**src/rtl/stopwatch_pkg.sv**
```systemverilog
`default_nettype none
// +--------------------------------------------------------------------------+
// | Module      : stopwatch_pkg                                              |
// | Description : Shared types and constants for the stopwatch control       |
// |               front-end (state encoding, default debounce length,        |
// |               counter sizing helper).                                    |
// | Revision    : 1.0 - initial release                                      |
// +--------------------------------------------------------------------------+
package stopwatch_pkg;

    typedef enum logic [1:0] {
        SW_IDLE   = 2'd0,
        SW_RUN    = 2'd1,
        SW_PAUSED = 2'd2,
        SW_LAP    = 2'd3
    } sw_state_t;

    // 10 ms of stable input at 100 MHz.
    localparam int DEBOUNCE_DEFAULT = 1_000_000;

    // Width of a counter that must hold values 0 .. n-1.
    function automatic int cnt_width(input int n);
        return (n > 2) ? $clog2(n) : 1;
    endfunction

endpackage
`default_nettype wire

```
**src/rtl/stopwatch_btn_debounce.sv**
```systemverilog
`default_nettype none
// +--------------------------------------------------------------------------+
// | Module      : btn_debounce                                               |
// | Description : Synchroniser + debouncer + press-edge detector for one     |
// |               raw asynchronous push-button.                              |
// | Ports       : clk100MHz  in  main clock                                  |
// |               rst_n      in  async active-low reset                      |
// |               btn_raw    in  raw button, asynchronous, active high       |
// |               btn_level  out debounced button level                      |
// |               btn_press  out one-cycle pulse on debounced 0->1 edge      |
// | Revision    : 1.0 - initial release                                      |
// +--------------------------------------------------------------------------+
module btn_debounce
    import stopwatch_pkg::*;
#(
    parameter int SYNC_STAGES     = 2,
    parameter int DEBOUNCE_CYCLES = DEBOUNCE_DEFAULT
) (
    input  logic clk100MHz,
    input  logic rst_n,
    input  logic btn_raw,
    output logic btn_level,
    output logic btn_press
);

    localparam int                 c_CNT_W   = cnt_width(DEBOUNCE_CYCLES);
    localparam logic [c_CNT_W-1:0] c_CNT_MAX = c_CNT_W'(DEBOUNCE_CYCLES - 1);

    logic [SYNC_STAGES-1:0] r_sync;
    logic [c_CNT_W-1:0]     r_cnt;
    logic                   r_level;
    logic                   r_level_d;
    logic                   r_press;
    logic                   w_synced;

    // Plain shift-register synchroniser; the oldest stage is the safe sample.
    always_ff @(posedge clk100MHz or negedge rst_n) begin
        if (!rst_n) begin
            r_sync <= '0;
        end else begin
            r_sync <= {r_sync[SYNC_STAGES-2:0], btn_raw};
        end
    end

    assign w_synced = r_sync[SYNC_STAGES-1];

    // The counter only runs while the synced input disagrees with the
    // accepted level, so any return to the old level restarts the window.
    always_ff @(posedge clk100MHz or negedge rst_n) begin
        if (!rst_n) begin
            r_cnt   <= '0;
            r_level <= 1'b0;
        end else if (w_synced == r_level) begin
            r_cnt   <= '0;
        end else if (r_cnt == c_CNT_MAX) begin
            r_level <= w_synced;
            r_cnt   <= '0;
        end else begin
            r_cnt   <= r_cnt + 1'b1;
        end
    end

    // Rising-edge detector on the debounced level; release is ignored.
    always_ff @(posedge clk100MHz or negedge rst_n) begin
        if (!rst_n) begin
            r_level_d <= 1'b0;
            r_press   <= 1'b0;
        end else begin
            r_level_d <= r_level;
            r_press   <= r_level & ~r_level_d;
        end
    end

    assign btn_level = r_level;
    assign btn_press = r_press;

endmodule
`default_nettype wire

```
**src/rtl/stopwatch_ctrl.sv**
```systemverilog
`default_nettype none
// +--------------------------------------------------------------------------+
// | Module      : stopwatch_ctrl                                             |
// | Description : Button front-end and run/pause/clear control FSM for the   |
// |               stopwatch. Produces registered, quasi-static level outputs |
// |               that the slow 100 Hz counter domain can sample directly.   |
// | Macro       : STOPWATCH_LAP_EN - builds the lap debouncer and LAP state; |
// |               when undefined lap_btn is ignored and disp_hold is 0.      |
// | Ports       : clk100MHz  in  main clock                                  |
// |               rst_n      in  async active-low reset                      |
// |               start_btn  in  raw start button                            |
// |               stop_btn   in  raw stop/clear button                       |
// |               lap_btn    in  raw lap button                              |
// |               cnt_en     out counter count enable                        |
// |               cnt_clr    out counter hold-at-zero                        |
// |               disp_hold  out freeze display value                        |
// |               run_led    out high while time is advancing                |
// | Revision    : 1.0 - initial release                                      |
// +--------------------------------------------------------------------------+
module stopwatch_ctrl
    import stopwatch_pkg::*;
#(
    parameter int DEBOUNCE_CYCLES = DEBOUNCE_DEFAULT,
    parameter int SYNC_STAGES     = 2
) (
    input  logic clk100MHz,
    input  logic rst_n,
    input  logic start_btn,
    input  logic stop_btn,
    input  logic lap_btn,
    output logic cnt_en,
    output logic cnt_clr,
    output logic disp_hold,
    output logic run_led
);

    localparam logic [1:0] c_ST_IDLE   = SW_IDLE;
    localparam logic [1:0] c_ST_RUN    = SW_RUN;
    localparam logic [1:0] c_ST_PAUSED = SW_PAUSED;
`ifdef STOPWATCH_LAP_EN
    localparam logic [1:0] c_ST_LAP    = SW_LAP;
`endif

    logic [1:0] r_state;
    logic [1:0] w_state_next;
    logic       w_start_press;
    logic       w_stop_press;
    logic       w_start_level_unused;
    logic       w_stop_level_unused;
    logic       r_cnt_en;
    logic       r_cnt_clr;
    logic       w_cnt_en_next;
    logic       w_cnt_clr_next;

    btn_debounce #(
        .SYNC_STAGES     (SYNC_STAGES),
        .DEBOUNCE_CYCLES (DEBOUNCE_CYCLES)
    ) u_start_db (
        .clk100MHz (clk100MHz),
        .rst_n     (rst_n),
        .btn_raw   (start_btn),
        .btn_level (w_start_level_unused),
        .btn_press (w_start_press)
    );

    btn_debounce #(
        .SYNC_STAGES     (SYNC_STAGES),
        .DEBOUNCE_CYCLES (DEBOUNCE_CYCLES)
    ) u_stop_db (
        .clk100MHz (clk100MHz),
        .rst_n     (rst_n),
        .btn_raw   (stop_btn),
        .btn_level (w_stop_level_unused),
        .btn_press (w_stop_press)
    );

`ifdef STOPWATCH_LAP_EN
    logic w_lap_press;
    logic w_lap_level_unused;
    logic r_disp_hold;
    logic w_disp_hold_next;

    btn_debounce #(
        .SYNC_STAGES     (SYNC_STAGES),
        .DEBOUNCE_CYCLES (DEBOUNCE_CYCLES)
    ) u_lap_db (
        .clk100MHz (clk100MHz),
        .rst_n     (rst_n),
        .btn_raw   (lap_btn),
        .btn_level (w_lap_level_unused),
        .btn_press (w_lap_press)
    );
`else
    logic w_lap_btn_unused;
    assign w_lap_btn_unused = lap_btn;
`endif

    // Event priority is stop > start > lap: a lower-priority press is only
    // considered when no higher-priority press is present, even if the
    // higher one has no effect in the current state.
    always_comb begin
        w_state_next = r_state;
        case (r_state)
            c_ST_IDLE: begin
                if (!w_stop_press && w_start_press) begin
                    w_state_next = c_ST_RUN;
                end
            end
            c_ST_RUN: begin
                if (w_stop_press) begin
                    w_state_next = c_ST_PAUSED;
`ifdef STOPWATCH_LAP_EN
                end else if (!w_start_press && w_lap_press) begin
                    w_state_next = c_ST_LAP;
`endif
                end
            end
            c_ST_PAUSED: begin
                if (w_stop_press) begin
                    w_state_next = c_ST_IDLE;
                end else if (w_start_press) begin
                    w_state_next = c_ST_RUN;
                end
            end
`ifdef STOPWATCH_LAP_EN
            c_ST_LAP: begin
                if (w_stop_press) begin
                    w_state_next = c_ST_PAUSED;
                end else if (!w_start_press && w_lap_press) begin
                    w_state_next = c_ST_RUN;
                end
            end
`endif
            default: begin
                w_state_next = c_ST_IDLE;
            end
        endcase
    end

    always_ff @(posedge clk100MHz or negedge rst_n) begin
        if (!rst_n) begin
            r_state <= c_ST_IDLE;
        end else begin
            r_state <= w_state_next;
        end
    end

    // Outputs are decoded from the next state and registered, so they move
    // together with the state and are glitch-free levels for the slow domain.
    always_comb begin
        w_cnt_clr_next = (w_state_next == c_ST_IDLE);
`ifdef STOPWATCH_LAP_EN
        w_cnt_en_next    = (w_state_next == c_ST_RUN) || (w_state_next == c_ST_LAP);
        w_disp_hold_next = (w_state_next == c_ST_LAP);
`else
        w_cnt_en_next    = (w_state_next == c_ST_RUN);
`endif
    end

    always_ff @(posedge clk100MHz or negedge rst_n) begin
        if (!rst_n) begin
            r_cnt_en  <= 1'b0;
            r_cnt_clr <= 1'b1;
        end else begin
            r_cnt_en  <= w_cnt_en_next;
            r_cnt_clr <= w_cnt_clr_next;
        end
    end

`ifdef STOPWATCH_LAP_EN
    always_ff @(posedge clk100MHz or negedge rst_n) begin
        if (!rst_n) begin
            r_disp_hold <= 1'b0;
        end else begin
            r_disp_hold <= w_disp_hold_next;
        end
    end

    assign disp_hold = r_disp_hold;
`else
    assign disp_hold = 1'b0;
`endif

    assign cnt_en  = r_cnt_en;
    assign cnt_clr = r_cnt_clr;
    // Time advances exactly when the counter is enabled.
    assign run_led = r_cnt_en;

endmodule
`default_nettype wire

```
**config.mk**
```make
export PLATFORM = sky130hd
export DESIGN_NAME = stopwatch_ctrl
export DESIGN_NICKNAME = d
export VERILOG_FILES = /design/src/rtl/stopwatch_pkg.sv /design/src/rtl/stopwatch_btn_debounce.sv /design/src/rtl/stopwatch_ctrl.sv
export SDC_FILE = /design/constraint.sdc
export NUM_CORES = 1
export LEC_CHECK = 0
export CAP_MARGIN = 25
export CORE_AREA = 2 2 71 73
export DETAILED_ROUTE_END_ITERATION = 12
export DIE_AREA = 0 0 73 75
export GPL_ROUTABILITY_DRIVEN = 0
export PLACE_DENSITY_LB_ADDON = 0.05
export SYNTH_ARGS = -nofsm -noshare
export SYNTH_HDL_FRONTEND = slang
export SYNTH_HIERARCHICAL = 1
export SYNTH_SLANG_ARGS = --single-unit
```
**constraint.sdc**
```tcl
create_clock -name clk100MHz -period 2.1 [get_ports clk100MHz]
set_input_delay 0.63 -clock clk100MHz [delete_from_list [all_inputs] [get_ports clk100MHz]]
set_output_delay 0.63 -clock clk100MHz [all_outputs]
set_load 0.1 [all_outputs]
```
==> After elaboration in Yosys (flattened, before gate mapping) <==
Index checks and enable logic that the tools add are counted.
{ "totals": {"regBits": 54, "output_inout_bits": 4} }
{ "classes": {"addsub": 2, "n_eq_ne": 7, "muxes": 9, "bitwise": 6, "reduce_logical": 6} }
{ "ops": {"columns": ["operator", "count"], "rows": [
  ["$mux 20", 4],
  ["$add 20x1->20 const B", 2],
  ["$eq 20x20->1 const B", 2],
  ["$mux 2", 4],
  ["$pmux 2 s3", 1],
  ["$eq 2x1->1 const B", 2],
  ["$logic_not 2->1", 2],
  ["$not 1->1", 4],
  ["$reduce_and 2->1", 2],
  ["$and 1x1->1", 2],
  ["$eq 1x1->1", 2],
  ["$eq 2x2->1 const B", 1],
  ["$logic_and 1x1->1", 1],
  ["$logic_not 1->1", 1]
]} }

==> Depth between registers and ports, before layout <==
Gate-level depths: netlist of run 1.
{ "logic_depth": {"depth_word": 5, "ltp_mapped": 6, "depth_no_buf": 5} }

==> By module <==
Netlist of run 1, hierarchy kept.
{ "by_module_without_submodules": {"columns": ["mod", "instances", "cells_per_inst", "area_per_inst_um2", "seq_area_each_um2"], "rows": [
  ["btn_debounce", 2, 111, 1171.1, 625.6],
  ["stopwatch_ctrl", 1, 16, 175.2, 101.3]
]} }

==> Worst setup path after synthesis of run 1 <==
No wires, ideal clock.
{ "synth_path": {"path_kind": "reg2out", "from": "reg r_cnt_en, in the netlist cnt_en", "to": "out run_led", "arrival_time_ps": 1324, "required_time_ps": 1470, "setup_slack_ps": 146, "stages_incl_launch_ff": 2, "n_path_buf": 1, "cell_sequence": "dfrtp_1 > buf_4"} }
{ "synth_lines": {"columns": ["element", "line", "text"], "rows": [
  ["from (decl)", "stopwatch_ctrl.sv:50", "logic r_cnt_en;"],
  ["from (signal assigned)", "stopwatch_ctrl.sv:165", "r_cnt_en <= w_cnt_en_next;"],
  ["to (decl)", "stopwatch_ctrl.sv:34", "output logic run_led"]
]} }
No word-level cell between the ends.

==> Worst setup path in the final report of run 1 <==
{ "layout_path": {"from": "reg u_stop_db.r_cnt[0]", "to": "reg u_stop_db.r_cnt[18]"} }
{ "layout_via": {"elab_chain_cells": 3, "elab_cells_between_ends": 4, "classes_between": "1 x add/sub; 1 x eq/ne; 2 x mux"} }
{ "layout_rtl": {"columns": ["element", "line", "text"], "rows": [
  ["from (decl)", "stopwatch_btn_debounce.sv:30", "logic [c_CNT_W-1:0] r_cnt;"],
  ["from (signal assigned)", "stopwatch_btn_debounce.sv:59", "r_cnt <= r_cnt + 1'b1;"],
  ["$add 20x1->20 or $eq 20x20->1 (tied branches)", "stopwatch_btn_debounce.sv:59, stopwatch_btn_debounce.sv:55", null],
  ["$mux 20 (*)", "stopwatch_btn_debounce.sv:55", "end else if (r_cnt == c_CNT_MAX) begin"],
  ["$mux 20 (*)", "stopwatch_btn_debounce.sv:53", "end else if (w_synced == r_level) begin"]
]} }
Mark *: on every way between the ends. The rest lies on a longest branch, timed or not.
A chain may end at the register's enable or synchronous reset.

==> run summary, run 1 <==
### Floorplanning
* die boundary width: 73 microns
* floorplan die area: 5480 sq um
* core region area: 4660 sq um
* # rows: 25
* effective utilization at floorplan: 0.540
* number of placed I/O pins: 9
* height of the die: 75 microns

### Yosys
* nets in the synthesized netlist: 245
* number of library cell types mapped by synthesis: 33
* sequential-to-total area share from yosys stat: 0.537
* synthesized instance count: 238
* cells taking the most area after synthesis: sky130_fd_sc_hd__dfrtp_1 (53%), sky130_fd_sc_hd__xnor2_1 (7.7%), sky130_fd_sc_hd__nor2_1 (5.8%), sky130_fd_sc_hd__xor2_1 (3.5%), sky130_fd_sc_hd__nand3_1 (2.4%)
* fraction of post-synthesis cell area in the top cell type by area: 0.527
* Syn Std Cell Area: 2520 sq um
* total number of yosys warnings: 6
* cell taking the most area after synthesis: sky130_fd_sc_hd__dfrtp_1
* most frequently used flop master after synthesis: sky130_fd_sc_hd__dfrtp_1
* async set or reset register ratio after synthesis: 1.00
* #FFs+latches synth: 54
* Post-synth EDFFs: 0
* Avg Synthesized Cell Area: 10.6 sq um

### STA
* Max Freq: 546 MHz
* crit path time final: 1.83 ns
* period utilisation layout: 0.872
* max-slew violation count: 0
* setup tns final: 0 ns
* final number of setup-violating endpoints: 0
* final hold violations: 0
* pin slew with the least headroom to its limit: 0.573 ns
* setup repair after global routing missed its margin: no
* worst-case headroom to the max-slew limit: 0.614
* Fin Hold WS: 0.248 ns
* Setup Skew: 0.0132 ns

### Pwr
* leak pwr: 1.14 nW
* worst vdd rail ir drop: 311 uV
* total power draw: 1.69 mW
* pwr/cell area: 609 nW/um^2

### Clock tree
* Bufs on Longest Clock Path: 2
* CTS tree: done
* clock sink count: 54
* CTS HTree Levels: 2
* clock root buffer: sky130_fd_sc_hd__clkbuf_8
* number of buffers added to fix hold violations after cts: 0
* clock buffers created by TritonCTS: 5
* clock slew seen by the registers of the worst setup and hold paths: 0.10 ns
* number of gates resized after CTS: 0
* Post-CTS Repair Setup Buffers: 0
* worst skew pair latency: 0.30 ns

### GRT
* global-route total usage across every layer: 0.170
* first-pass GRT wire length: 7160 microns
* pin count of the biggest net entering global routing: 38
* overflow left after global routing: 0
* number of antenna violations at the first check in global routing: 0
* number of global-route vias before repair: 1610

### Finish
* multi-input gate area in the final layout: 1110 sq um
* Syn-to-layout area delta: 10.2%
* antenna cells: 0
* end-of-flow core utilization: 0.595
* fill cell instance count of the final layout: 400
* final instance area: 2770 sq um
* Total Nets Final: 258
* sequential cell area: 1350 sq um
* layout cell share with drive strength beyond 1: 0.107

### Drt
* initial detailed-routing violation count: 90
* via count: 1685
* count of TritonRoute iterations in the first routing pass: 4
* average via count per standard cell: 5.51
* DRT Wirelength: 4110 microns
* drt drc: 0
* DRT antenna net count: 0
* routed length per placed instance: 13.4 microns

### Critical path
* category of the worst setup path launch point: flip-flop
* Data required, critical path: 2.31 ns
* Critical Path Fanout Max: 5
* Worst setup EP type: flip-flop
* arrival time worst endpoint: 2.04 ns
* critical path class: reg2reg

### Placed design
* instance area at placement: 2690 sq um
* port bufs: 6
* half-perimeter wire length after detailed placement: 2800 microns

### Hold path
* worst hold path class: in2async

### Run status
* status: finished clean

### Flow run
* Max-Cap Viols: 0

-- area by class of cell --
| class | instances | area share |
|---|---|---|
| Sequential cell | 54 | 0.488 |
| Multi-Input combinational cell | 171 | 0.399 |
| Timing Repair Buffer | 10 | 0.0460 |
| Clock buffer | 6 | 0.0262 |
| Tap cell | 54 | 0.0244 |
| Inverter | 9 | 0.0122 |
| Clock inverter | 2 | 0.00496 |
-- flip-flops by register name (all words and copies together) (netlist names) --
name and count:
cnt_clr 1, cnt_en 1, r_state 2, u_start_db/btn_level 1, u_start_db/btn_press 1, u_start_db/r_cnt 20, u_start_db/r_level_d 1, u_start_db/r_sync 2
u_stop_db/btn_level 1, u_stop_db/btn_press 1, u_stop_db/r_cnt 20, u_stop_db/r_level_d 1, u_stop_db/r_sync 2
-- stage by stage --
stage | worst slack, ns | std cells
global placement | 0.308 | 298
finish | 0.269 | 306
CTS | 0.228 | 306
floorplan | 0.146 | 238
detailed placement | 0.277 | 298
global route | 0.0716 | 306
-- where the power goes --
group / internal [mW] / switching, mW / total (mW)
Combinational: 0.0211 / 0.0492 / 0.0703
Sequential: 1.05 / 0.0128 / 1.06
Clock: 0.236 / 0.318 / 0.554
Total: 1.31 / 0.380 / 1.69
-- worst max-delay path, stage by stage (launching register included) --
cell and delay (ns):
sky130_fd_sc_hd__dfrtp_1 0.41, sky130_fd_sc_hd__ha_1 0.22, sky130_fd_sc_hd__nand3_1 0.22, sky130_fd_sc_hd__nor4_2 0.46
sky130_fd_sc_hd__mux2i_1 0.14, sky130_fd_sc_hd__nor4b_1 0.28
-- cells in the mapped netlist (all sizes together), types with 6 or more instances --
| master | instances |
|---|---|
| nor4 | 10 |
| nor3 | 10 |
| nand4 | 10 |
| xor2 | 10 |
| nand3 | 12 |
| inv | 9 |
| xnor2 | 22 |
| nor2 | 39 |
| a21oi | 6 |
| o21ai | 7 |
| nand2 | 12 |
| dfrtp | 53 |
-- cell usage in the layout (no fill, tap or decap), drive strengths merged --
| cell | Yosys | final |
|---|---|---|
| a21oi | 6 | 6 |
| and2 | 2 | 2 |
| and3 | 2 | 2 |
| and4 | 4 | 4 |
| buf | 4 | 8 |
| clkbuf | 0 | 6 |
| clkdlybuf4s50 | 0 | 2 |
| clkinv | 0 | 2 |
| conb | 1 | 1 |
| dfrtp | 53 | 53 |
| dfstp | 1 | 1 |
| ha | 2 | 2 |
| inv | 9 | 9 |
| mux2 | 2 | 2 |
| mux2i | 4 | 4 |
| nand2 | 12 | 12 |
| nand2b | 2 | 2 |
| nand3 | 12 | 12 |
| nand4 | 10 | 10 |
| nor2 | 39 | 39 |
| nor2b | 2 | 2 |
| nor3 | 10 | 10 |
| nor4 | 10 | 10 |
| nor4b | 4 | 4 |
| o21ai | 7 | 7 |
| o31a | 1 | 1 |
| or3 | 4 | 4 |
| or4 | 2 | 2 |
| or4b | 1 | 1 |
| xnor2 | 22 | 22 |
| xor2 | 10 | 10 |
-- routing by layer --
layer,GRT usage,vias to the layer above,share of wire
li1,-,849,-
met1,0.232,807,0.51
met2,0.266,24,0.45
met3,0.0402,5,0.028
met5,0,-,0
met4,0.0617,0,0.011
-- final timing paths --
path | startpoint | endpoint | slack [ns] | cells after the start
min in group clk100MHz | u_stop_db/r_sync[0] | u_stop_db/r_sync[1] | 0.36 | 0
min | rst_n | u_stop_db/r_cnt[18] | 0.25 | 1
max reg2reg | u_stop_db/r_cnt[0] | u_stop_db/r_cnt[18] | 0.27 | 5
max | u_stop_db/r_cnt[0] | u_stop_db/r_cnt[18] | 0.27 | 5
min reg2reg | u_stop_db/r_sync[0] | u_stop_db/r_sync[1] | 0.36 | 0
max in group asynchronous | rst_n | u_stop_db/r_cnt[3] | 1.31 | 2
-- kinds of logic after synthesis --
kind of cell	synth area share
other	0.00149
adder cells (fa/ha/maj)	0.00994
buffers and inverters	0.0234
multiplexers	0.0249
XOR/XNOR	0.111
AND/OR/NAND/NOR	0.259
AO/OA/AOI/OAI	0.0328
flip-flops	0.537
(Power assumes the default switching activity.)
==> run 2, diff against run 1 <==
--- a/config.mk
+++ b/config.mk
@@ -7,9 +7,9 @@
 export LEC_CHECK = 0
 export CAP_MARGIN = 25
 export CORE_AREA = 2 2 71 73
+export CTS_CLUSTER_SIZE = 10
 export DETAILED_ROUTE_END_ITERATION = 12
 export DIE_AREA = 0 0 73 75
-export GPL_ROUTABILITY_DRIVEN = 0
 export PLACE_DENSITY_LB_ADDON = 0.05
 export SYNTH_ARGS = -nofsm -noshare
 export SYNTH_HDL_FRONTEND = slang
==> results of run 2 <==
Final layout, timing and power as in run 1 (identical DEF).
